File: config.mk
export PLATFORM = sky130hd
export DESIGN_NAME = alu_seq
export DESIGN_NICKNAME = d
export VERILOG_FILES = /design/src/rtl/alu_pkg.sv /design/src/rtl/alu_seq_iter.sv /design/src/rtl/alu_seq.sv
export SDC_FILE = /design/constraint.sdc
export NUM_CORES = 1
export LEC_CHECK = 0
export ABC_AREA = 1
export CORE_UTILIZATION = 50
export DETAILED_ROUTE_END_ITERATION = 10
export PLACE_DENSITY = 0.78
export SETUP_SLACK_MARGIN = 0.2
export SLEW_MARGIN = 30
export SYNTH_ARGS = -nofsm -noshare
export SYNTH_HDL_FRONTEND = slang
export SYNTH_SLANG_ARGS = --single-unit
File: constraint.sdc
create_clock -name clk -period 6.7 [get_ports clk]
set_clock_uncertainty 0.1 [all_clocks]
set_input_delay 1.34 -clock clk [delete_from_list [all_inputs] [get_ports clk]]
set_output_delay 1.34 -clock clk [all_outputs]
set_load 0.02 [all_outputs]
File: src/rtl/alu_pkg.sv
// Shared definitions for the sequential ALU: opcodes, FSM states and engine modes.
package alu_pkg;

    localparam int WIDTH_DEF = 16;

    localparam logic [3:0] OP_AND  = 4'd0;
    localparam logic [3:0] OP_OR   = 4'd1;
    localparam logic [3:0] OP_ADD  = 4'd2;
    localparam logic [3:0] OP_SUB  = 4'd3;
    localparam logic [3:0] OP_XOR  = 4'd4;
    localparam logic [3:0] OP_NOR  = 4'd5;
    localparam logic [3:0] OP_NAND = 4'd6;
    localparam logic [3:0] OP_SLT  = 4'd7;
    localparam logic [3:0] OP_SLL  = 4'd8;
    localparam logic [3:0] OP_SRL  = 4'd9;
    localparam logic [3:0] OP_SRA  = 4'd10;
    localparam logic [3:0] OP_MUL  = 4'd11;

    typedef enum logic [1:0] {
        ST_IDLE = 2'd0,
        ST_BUSY = 2'd1,
        ST_DONE = 2'd2
    } state_t;

    typedef enum logic [1:0] {
        IT_SLL = 2'd0,
        IT_SRL = 2'd1,
        IT_SRA = 2'd2,
        IT_MUL = 2'd3
    } iter_mode_t;

endpackage

File: src/rtl/alu_seq_iter.sv
// Iterative engine: one-bit-per-cycle shifts and a signed shift-add multiply.
// Outputs are the values the step in progress will produce; done flags the final step.
module alu_seq_iter
    import alu_pkg::*;
#(
    parameter int WIDTH = WIDTH_DEF
) (
    input  logic                       clk,
    input  logic                       rst_n,
    input  logic                       start,
    input  iter_mode_t                 mode,
    input  logic [WIDTH-1:0]           a,
    input  logic [WIDTH-1:0]           b,
    input  logic [$clog2(WIDTH)-1:0]   amount,
    output logic                       done,
    output logic [WIDTH-1:0]           res,
    output logic                       carry,
    output logic                       ovfl
);
    localparam int SHW = $clog2(WIDTH);
    localparam int CW  = $clog2(WIDTH + 1);
    localparam logic [CW-1:0] CNT_ZERO = {CW{1'b0}};
    localparam logic [CW-1:0] CNT_ONE  = {{(CW-1){1'b0}}, 1'b1};
    localparam logic [CW-1:0] CNT_MUL  = CW'(WIDTH);

    iter_mode_t         mode_r;
    logic [CW-1:0]      count_r;
    logic [WIDTH-1:0]   sh_r;
    logic [2*WIDTH-1:0] acc_r;
    logic [2*WIDTH-1:0] mcand_r;
    logic [WIDTH-1:0]   mplier_r;

    logic               last_s;
    logic [WIDTH-1:0]   sh_nxt_s;
    logic               sh_carry_s;
    logic [2*WIDTH-1:0] acc_nxt_s;

    assign last_s = (count_r == CNT_ONE);

    // Next shift value and the bit leaving the register on this step
    always_comb begin
        sh_nxt_s   = sh_r;
        sh_carry_s = 1'b0;
        case (mode_r)
            IT_SLL: begin
                sh_nxt_s   = {sh_r[WIDTH-2:0], 1'b0};
                sh_carry_s = sh_r[WIDTH-1];
            end
            IT_SRL: begin
                sh_nxt_s   = {1'b0, sh_r[WIDTH-1:1]};
                sh_carry_s = sh_r[0];
            end
            IT_SRA: begin
                sh_nxt_s   = {sh_r[WIDTH-1], sh_r[WIDTH-1:1]};
                sh_carry_s = sh_r[0];
            end
            default: begin
                sh_nxt_s   = sh_r;
                sh_carry_s = 1'b0;
            end
        endcase
    end

    // Partial-product update; the multiplier MSB carries negative weight, so the last step subtracts
    always_comb begin
        acc_nxt_s = acc_r;
        if (mplier_r[0]) begin
            if (last_s) begin
                acc_nxt_s = acc_r - mcand_r;
            end else begin
                acc_nxt_s = acc_r + mcand_r;
            end
        end else begin
            acc_nxt_s = acc_r;
        end
    end

    // Engine state: load on start, then one step per cycle until the count drains
    always_ff @(posedge clk or negedge rst_n) begin
        if (!rst_n) begin
            mode_r   <= IT_SLL;
            count_r  <= CNT_ZERO;
            sh_r     <= {WIDTH{1'b0}};
            acc_r    <= {(2*WIDTH){1'b0}};
            mcand_r  <= {(2*WIDTH){1'b0}};
            mplier_r <= {WIDTH{1'b0}};
        end else if (start) begin
            mode_r   <= mode;
            count_r  <= (mode == IT_MUL) ? CNT_MUL : CW'(amount);
            sh_r     <= a;
            acc_r    <= {(2*WIDTH){1'b0}};
            mcand_r  <= {{WIDTH{a[WIDTH-1]}}, a};
            mplier_r <= b;
        end else if (count_r != CNT_ZERO) begin
            count_r  <= count_r - CNT_ONE;
            sh_r     <= sh_nxt_s;
            acc_r    <= acc_nxt_s;
            mcand_r  <= {mcand_r[2*WIDTH-2:0], 1'b0};
            mplier_r <= {1'b0, mplier_r[WIDTH-1:1]};
        end
    end

    assign done  = last_s;
    assign res   = (mode_r == IT_MUL) ? acc_nxt_s[WIDTH-1:0] : sh_nxt_s;
    assign carry = (mode_r == IT_MUL) ? 1'b0 : sh_carry_s;
    assign ovfl  = (mode_r == IT_MUL) ?
                   (acc_nxt_s[2*WIDTH-1:WIDTH] != {WIDTH{acc_nxt_s[WIDTH-1]}}) : 1'b0;

endmodule

File: src/rtl/alu_seq.sv
// Multi-cycle ALU with valid/ready on both sides and registered result/flags.
// Logic/arith ops finish in one cycle; shifts and multiply run in alu_seq_iter.
module alu_seq
    import alu_pkg::*;
#(
    parameter int WIDTH = WIDTH_DEF
) (
    input  logic             clk,
    input  logic             rst_n,
    input  logic             in_valid,
    output logic             in_ready,
    input  logic [WIDTH-1:0] a,
    input  logic [WIDTH-1:0] b,
    input  logic [3:0]       op,
    input  logic             eq_mode,
    output logic             out_valid,
    input  logic             out_ready,
    output logic [WIDTH-1:0] result,
    output logic             zero,
    output logic             neg,
    output logic             ovfl,
    output logic             carry,
    output logic             cond,
    output logic             bad_op
);
    localparam int SHW = $clog2(WIDTH);

    state_t           state_r, state_nxt_s;
    iter_mode_t       mode_s;
    logic [SHW-1:0]   amt_s;
    logic             is_shift_s, is_mul_s, need_iter_s, accept_s, capture_s;
    logic             eq_r;

    logic             iter_done_s, iter_carry_s, iter_ovfl_s;
    logic [WIDTH-1:0] iter_res_s;

    logic [WIDTH:0]   sum_s, diff_s;
    logic             add_ovfl_s, sub_ovfl_s;
    logic [WIDTH-1:0] sres_s, fin_res_s;
    logic             scarry_s, sovfl_s, sbad_s;
    logic             fin_carry_s, fin_ovfl_s, fin_bad_s, fin_eq_s, fin_zero_s;

    logic [WIDTH-1:0] result_r;
    logic             zero_r, neg_r, ovfl_r, carry_r, cond_r, bad_op_r;
    logic             in_ready_r, out_valid_r;

    assign amt_s = b[SHW-1:0];

    // Opcode classification and engine mode
    always_comb begin
        is_shift_s = 1'b0;
        is_mul_s   = 1'b0;
        mode_s     = IT_SLL;
        case (op)
            OP_SLL: begin is_shift_s = 1'b1; mode_s = IT_SLL; end
            OP_SRL: begin is_shift_s = 1'b1; mode_s = IT_SRL; end
            OP_SRA: begin is_shift_s = 1'b1; mode_s = IT_SRA; end
            OP_MUL: begin is_mul_s   = 1'b1; mode_s = IT_MUL; end
            default: begin is_shift_s = 1'b0; is_mul_s = 1'b0; end
        endcase
    end

    assign need_iter_s = is_mul_s | (is_shift_s & (amt_s != {SHW{1'b0}}));
    assign accept_s    = (state_r == ST_IDLE) & in_valid;
    assign capture_s   = (accept_s & ~need_iter_s) | ((state_r == ST_BUSY) & iter_done_s);

    alu_seq_iter #(.WIDTH(WIDTH)) u_iter (
        .clk    (clk),
        .rst_n  (rst_n),
        .start  (accept_s & need_iter_s),
        .mode   (mode_s),
        .a      (a),
        .b      (b),
        .amount (amt_s),
        .done   (iter_done_s),
        .res    (iter_res_s),
        .carry  (iter_carry_s),
        .ovfl   (iter_ovfl_s)
    );

    assign sum_s      = {1'b0, a} + {1'b0, b};
    assign diff_s     = {1'b0, a} + {1'b0, ~b} + {{WIDTH{1'b0}}, 1'b1};
    assign add_ovfl_s = (a[WIDTH-1] == b[WIDTH-1]) & (sum_s[WIDTH-1] != a[WIDTH-1]);
    assign sub_ovfl_s = (a[WIDTH-1] != b[WIDTH-1]) & (diff_s[WIDTH-1] != a[WIDTH-1]);

    // Single-cycle ops; zero-amount shifts pass a through
    always_comb begin
        sres_s   = {WIDTH{1'b0}};
        scarry_s = 1'b0;
        sovfl_s  = 1'b0;
        sbad_s   = 1'b0;
        case (op)
            OP_AND:  sres_s = a & b;
            OP_OR:   sres_s = a | b;
            OP_ADD:  begin sres_s = sum_s[WIDTH-1:0];  scarry_s = sum_s[WIDTH];  sovfl_s = add_ovfl_s; end
            OP_SUB:  begin sres_s = diff_s[WIDTH-1:0]; scarry_s = diff_s[WIDTH]; sovfl_s = sub_ovfl_s; end
            OP_XOR:  sres_s = a ^ b;
            OP_NOR:  sres_s = ~(a | b);
            OP_NAND: sres_s = ~(a & b);
            OP_SLT:  sres_s = {{(WIDTH-1){1'b0}}, diff_s[WIDTH-1] ^ sub_ovfl_s};
            OP_SLL, OP_SRL, OP_SRA: sres_s = a;
            OP_MUL:  sres_s = {WIDTH{1'b0}};
            default: sbad_s = 1'b1;
        endcase
    end

    // Final-value select: engine result while busy, single-cycle result otherwise
    always_comb begin
        fin_res_s   = sres_s;
        fin_carry_s = scarry_s;
        fin_ovfl_s  = sovfl_s;
        fin_bad_s   = sbad_s;
        fin_eq_s    = eq_mode;
        if (state_r == ST_BUSY) begin
            fin_res_s   = iter_res_s;
            fin_carry_s = iter_carry_s;
            fin_ovfl_s  = iter_ovfl_s;
            fin_bad_s   = 1'b0;
            fin_eq_s    = eq_r;
        end else begin
            fin_res_s   = sres_s;
            fin_carry_s = scarry_s;
            fin_ovfl_s  = sovfl_s;
            fin_bad_s   = sbad_s;
            fin_eq_s    = eq_mode;
        end
        fin_zero_s = (fin_res_s == {WIDTH{1'b0}});
    end

    // Next-state logic
    always_comb begin
        state_nxt_s = state_r;
        case (state_r)
            ST_IDLE: begin
                if (in_valid) begin
                    state_nxt_s = need_iter_s ? ST_BUSY : ST_DONE;
                end else begin
                    state_nxt_s = ST_IDLE;
                end
            end
            ST_BUSY: begin
                if (iter_done_s) begin
                    state_nxt_s = ST_DONE;
                end else begin
                    state_nxt_s = ST_BUSY;
                end
            end
            ST_DONE: begin
                if (out_ready) begin
                    state_nxt_s = ST_IDLE;
                end else begin
                    state_nxt_s = ST_DONE;
                end
            end
            default: state_nxt_s = ST_IDLE;
        endcase
    end

    // State and handshake registers
    always_ff @(posedge clk or negedge rst_n) begin
        if (!rst_n) begin
            state_r     <= ST_IDLE;
            in_ready_r  <= 1'b1;
            out_valid_r <= 1'b0;
            eq_r        <= 1'b0;
        end else begin
            state_r     <= state_nxt_s;
            in_ready_r  <= (state_nxt_s == ST_IDLE);
            out_valid_r <= (state_nxt_s == ST_DONE);
            if (accept_s) begin
                eq_r <= eq_mode;
            end
        end
    end

    // Result and flags, loaded once per operation and held through DONE
    always_ff @(posedge clk or negedge rst_n) begin
        if (!rst_n) begin
            result_r <= {WIDTH{1'b0}};
            zero_r   <= 1'b0;
            neg_r    <= 1'b0;
            ovfl_r   <= 1'b0;
            carry_r  <= 1'b0;
            cond_r   <= 1'b0;
            bad_op_r <= 1'b0;
        end else if (capture_s) begin
            result_r <= fin_res_s;
            zero_r   <= fin_zero_s;
            neg_r    <= fin_res_s[WIDTH-1];
            ovfl_r   <= fin_ovfl_s;
            carry_r  <= fin_carry_s;
            cond_r   <= ~fin_bad_s & (fin_eq_s ? fin_zero_s : ~fin_zero_s);
            bad_op_r <= fin_bad_s;
        end
    end

    assign in_ready  = in_ready_r;
    assign out_valid = out_valid_r;
    assign result    = result_r;
    assign zero      = zero_r;
    assign neg       = neg_r;
    assign ovfl      = ovfl_r;
    assign carry     = carry_r;
    assign cond      = cond_r;
    assign bad_op    = bad_op_r;

endmodule

==> flow_summary.toml <==
[outcome]
status = "finished, final reports clean"

[drt]
finalWirelength_mm = 46.86
route.detailed.drc = 0
wl_per_cell_microns = 19.19
vias_per_cell = 5.770
ant_nets = 0
dr.pass1.iters = 6
drtIter0Drc = 1447
vias = 14090

[final_layout]
fillCellCount = 2520
layout-drive-gt1-share_pct = 5.350
finalInstanceArea_sq_um = 14350
multi_input_area_sq_um = 8039
seq_area_sq_um = 3231
antennaDiodeCount = 0
syn2layout_area_growth_pct = 10.45
layout.nets = 2231
layoutNonFillerInstCount = 2442

[global_routing]
grt_max_degree = 93
grt_overflow = 0
grt.total_usage_pct = 35.89
busiest_layer = "met2"
gr-usage-met1_pct = 45.84
antenna_found_initial = 0
grt_use_met3_pct = 4.368
grt_pass1_vias = 13160
grt_util_met2_pct = 59.40
grt_first_pass_wirelength_mm = 72.57

[worst_setup_path]
crit_arrival_ns = 5.36
reg2regPathDepth = 25
path_class = "in -> reg"
worstPathRequired_ns = 6.97
path_max_fanout = 9
slowest_stage = "clkdlybuf4s50_1"
r2r_setup_slack_ns = 1.96
worst_setup_path_start_kind = "input port"
endpoint_kind = "flip-flop"
cpPeakStageDelay_ns = 0.54
crit_top_cell = "nand2_1"

[clock_tree]
cts-root-buf = "clkbuf_16"
cts.clk_slew.worst_paths_ns = 0.06
cts_buffers = 17
clockBufferDepth = 2
cts_hold_buffers = 0
clk-insertion-delay-late_ns = 0.44
cts_tree = "done"
cts_sinks = 129
cts_repair_resize_count = 0
h-tree-depth = 4
postCtsSetupRepairBufs = 0

[power_and_ir_drop]
seqPwrFrac_pct = 16.9
p_switching_w = 0.004600
pwr-share-comb_pct = 71.5
power.density_cell_area_nw_per_um2 = 565.5
intPower_w = 0.003515
clkPwrFrac_pct = 11.6
peakVddDrop_mv = 0.4264
p_leak_nw = 7.473
switching_share_pct = 56.69

[synthesis]
synth_ff_type = "dfrtp_1"
yosysSeqAreaShare_pct = 24.86
syn_area_sq_um = 12990
synth.distinct_cells = 51
synth_edf_count = 0
synth_seq_cells = 129
syn_inst = 2070
async_flop_share_pct = 100.0
avgSynthCellArea_sq_um = 6.277
yosys_warnings = 0
synth_nets = 2202

[run]
max_cap_viol_count = 0

[placed_design]
dp_hpwl_mm = 35.33
place_area_sq_um = 13790
port_buffers = 64
gp_routability_congestion = 0.9970
place_inst = 2410

[sta]
tightest_slew_ns = 1.073
setup_viol = 0
report.final.slew_viol_count = 0
clock.fmax_mhz = 196.4
final-hold-violation-count = 0
post-route-period-util_pct = 75.98
min_period_ns = 5.091
hold_slack_ns = 0.3831
timing.slew.headroom_pct = 28.21
grt_setup_unrepaired = "false"
fin_tns_setup_ns = 0

[min_path]
min_path_type = "reg -> reg"
holdPathStages = 1

[floorplanning]
initial_utilization_pct = 51.30
rows = 58
core_area_sq_um = 25330
io_pins = 65
die_y_microns = 163.2
die_w_microns = 163.2
design.die.area_sq_um = 26630
==> layer usage <==
metal	wire length (microns)	share of wire [%]	vias to the layer above
met3	3066	6.5	114
li1	-	-	6782
met4	2305	4.9	0
met2	21840	47	597
met5	0	0	-
met1	19640	42	6598
==> logic make-up (layout without fill, tap and decap cells) <==
logic type,Yosys count,count (layout),share of synthesized area [%]
AOI/OAI and AO/OA,318,318,15.26
xor gates and xnor gates,39,39,2.629
adders and majority gates,91,91,8.995
buffers and inverters,431,473,13.31
DFF,129,129,24.86
and+or+nand+nor,1062,1062,34.95
==> registers in the layout, indices dropped and copies added (netlist names), 2 cells and up <==
register and flops:
u_iter.sh_r 16, u_iter.mcand_r 32, u_iter.count_r 5, u_iter.acc_r 32
u_iter.mplier_r 16, result 16, state_r 2, u_iter.mode_r 2
==> power groups by stage <==
stage | registers, W | logic, W | clock network [W]
floorplan | 0.00139 | 0.00417 | 0
global placement | 0.00136 | 0.00556 | 0
detailed placement | 0.00137 | 0.00567 | 0
CTS | 0.00136 | 0.00571 | 0.000944
global route | 0.00140 | 0.00652 | 0.000980
finish | 0.00137 | 0.00580 | 0.000940
==> Yosys cell counts (3+ instances only) <==
library cell | n | area share [%]
nor2_2 | 7 | 0.34
nand3b_1 | 4 | 0.23
inv_2 | 16 | 0.46
o221ai_1 | 44 | 3.0
o21bai_1 | 3 | 0.17
o211ai_1 | 31 | 1.8
xnor2_1 | 4 | 0.27
a21oi_1 | 67 | 2.6
inv_1 | 347 | 10
buf_2 | 18 | 0.69
nor4_1 | 6 | 0.29
buf_4 | 5 | 0.29
buf_6 | 9 | 0.78
fa_1 | 4 | 0.62
ha_1 | 87 | 8.4
nand2_2 | 18 | 0.87
o21ai_1 | 9 | 0.35
o22ai_1 | 37 | 1.8
a31oi_1 | 9 | 0.43
xor2_1 | 35 | 2.4
nor2_1 | 144 | 4.2
or2_2 | 3 | 0.14
clkbuf_1 | 32 | 0.92
o21ai_0 | 99 | 3.8
nand2_4 | 5 | 0.43
dfrtp_1 | 128 | 25
a21oi_2 | 5 | 0.34
nor3_1 | 26 | 1.0
nand4_1 | 23 | 1.1
nand3_1 | 223 | 8.6
nand2_1 | 594 | 17
==> through the flow <==
stage | setup slack, ns | util [%] | total power (W)
2_1_floorplan | 2.519 | - | 0.005556
3_3_place_gp | 1.310 | 54.43 | 0.006917
3_5_place_dp | 1.253 | 54.44 | 0.007037
4_1_cts | 1.697 | 56.65 | 0.008017
5_1_grt | 1.293 | 56.66 | 0.008899
6_report | 1.609 | 56.66 | 0.008114
==> layout by cell type, fill, tap and decap left out, drive strengths merged, types with 2 or more instances in the layout <==
cell / Yosys / final
a211oi: 2 / 2
a21oi: 74 / 74
a31oi: 9 / 9
and3: 2 / 2
buf: 34 / 12
clkbuf: 32 / 19
clkdlybuf4s50: 0 / 63
clkinv: 1 / 7
clkinvlp: 0 / 3
dfrtp: 128 / 128
fa: 4 / 4
ha: 87 / 87
inv: 364 / 368
nand2: 617 / 617
nand3: 225 / 225
nand3b: 4 / 4
nand4: 23 / 23
nor2: 153 / 153
nor3: 28 / 28
nor4: 6 / 6
o211ai: 31 / 31
o21a: 2 / 2
o21ai: 108 / 108
o21bai: 3 / 3
o221ai: 44 / 44
o22ai: 37 / 37
o31ai: 2 / 2
or2: 3 / 3
xnor2: 4 / 4
xor2: 35 / 35
==> final timing paths <==
| check | startpoint | end |
|---|---|---|
| setup / recovery | a[2] | cond |
| hold reg to reg | state_r[0] | out_valid |
| setup reg to reg | u_iter.count_r[0] | cond |
| hold / removal | state_r[0] | out_valid |
| min in group asynchronous | rst_n | u_iter.acc_r[24] |
| max in group asynchronous | rst_n | in_ready |
==> cell type report <==
class | instances | area share (%)
Clock buffer | 18 | 2.991
Clock inverter | 14 | 0.9155
Inverter | 365 | 9.565
Multi-Input combinational cell | 1510 | 56.02
Sequential cell | 129 | 22.51
Tap cell | 330 | 2.877
Timing Repair Buffer | 76 | 5.118
==> critical path, delay by kind of cell <==
| kind | cells | cell delay, ns |
|---|---|---|
| AND/OR/NAND/NOR | 16 | 1.54 |
| adder cells (fa/ha/maj) | 2 | 0.98 |
| buffers and inverters | 4 | 0.84 |
| AO/OA/AOI/OAI | 4 | 0.64 |
Note: power is estimated with default switching activity, not from simulation.
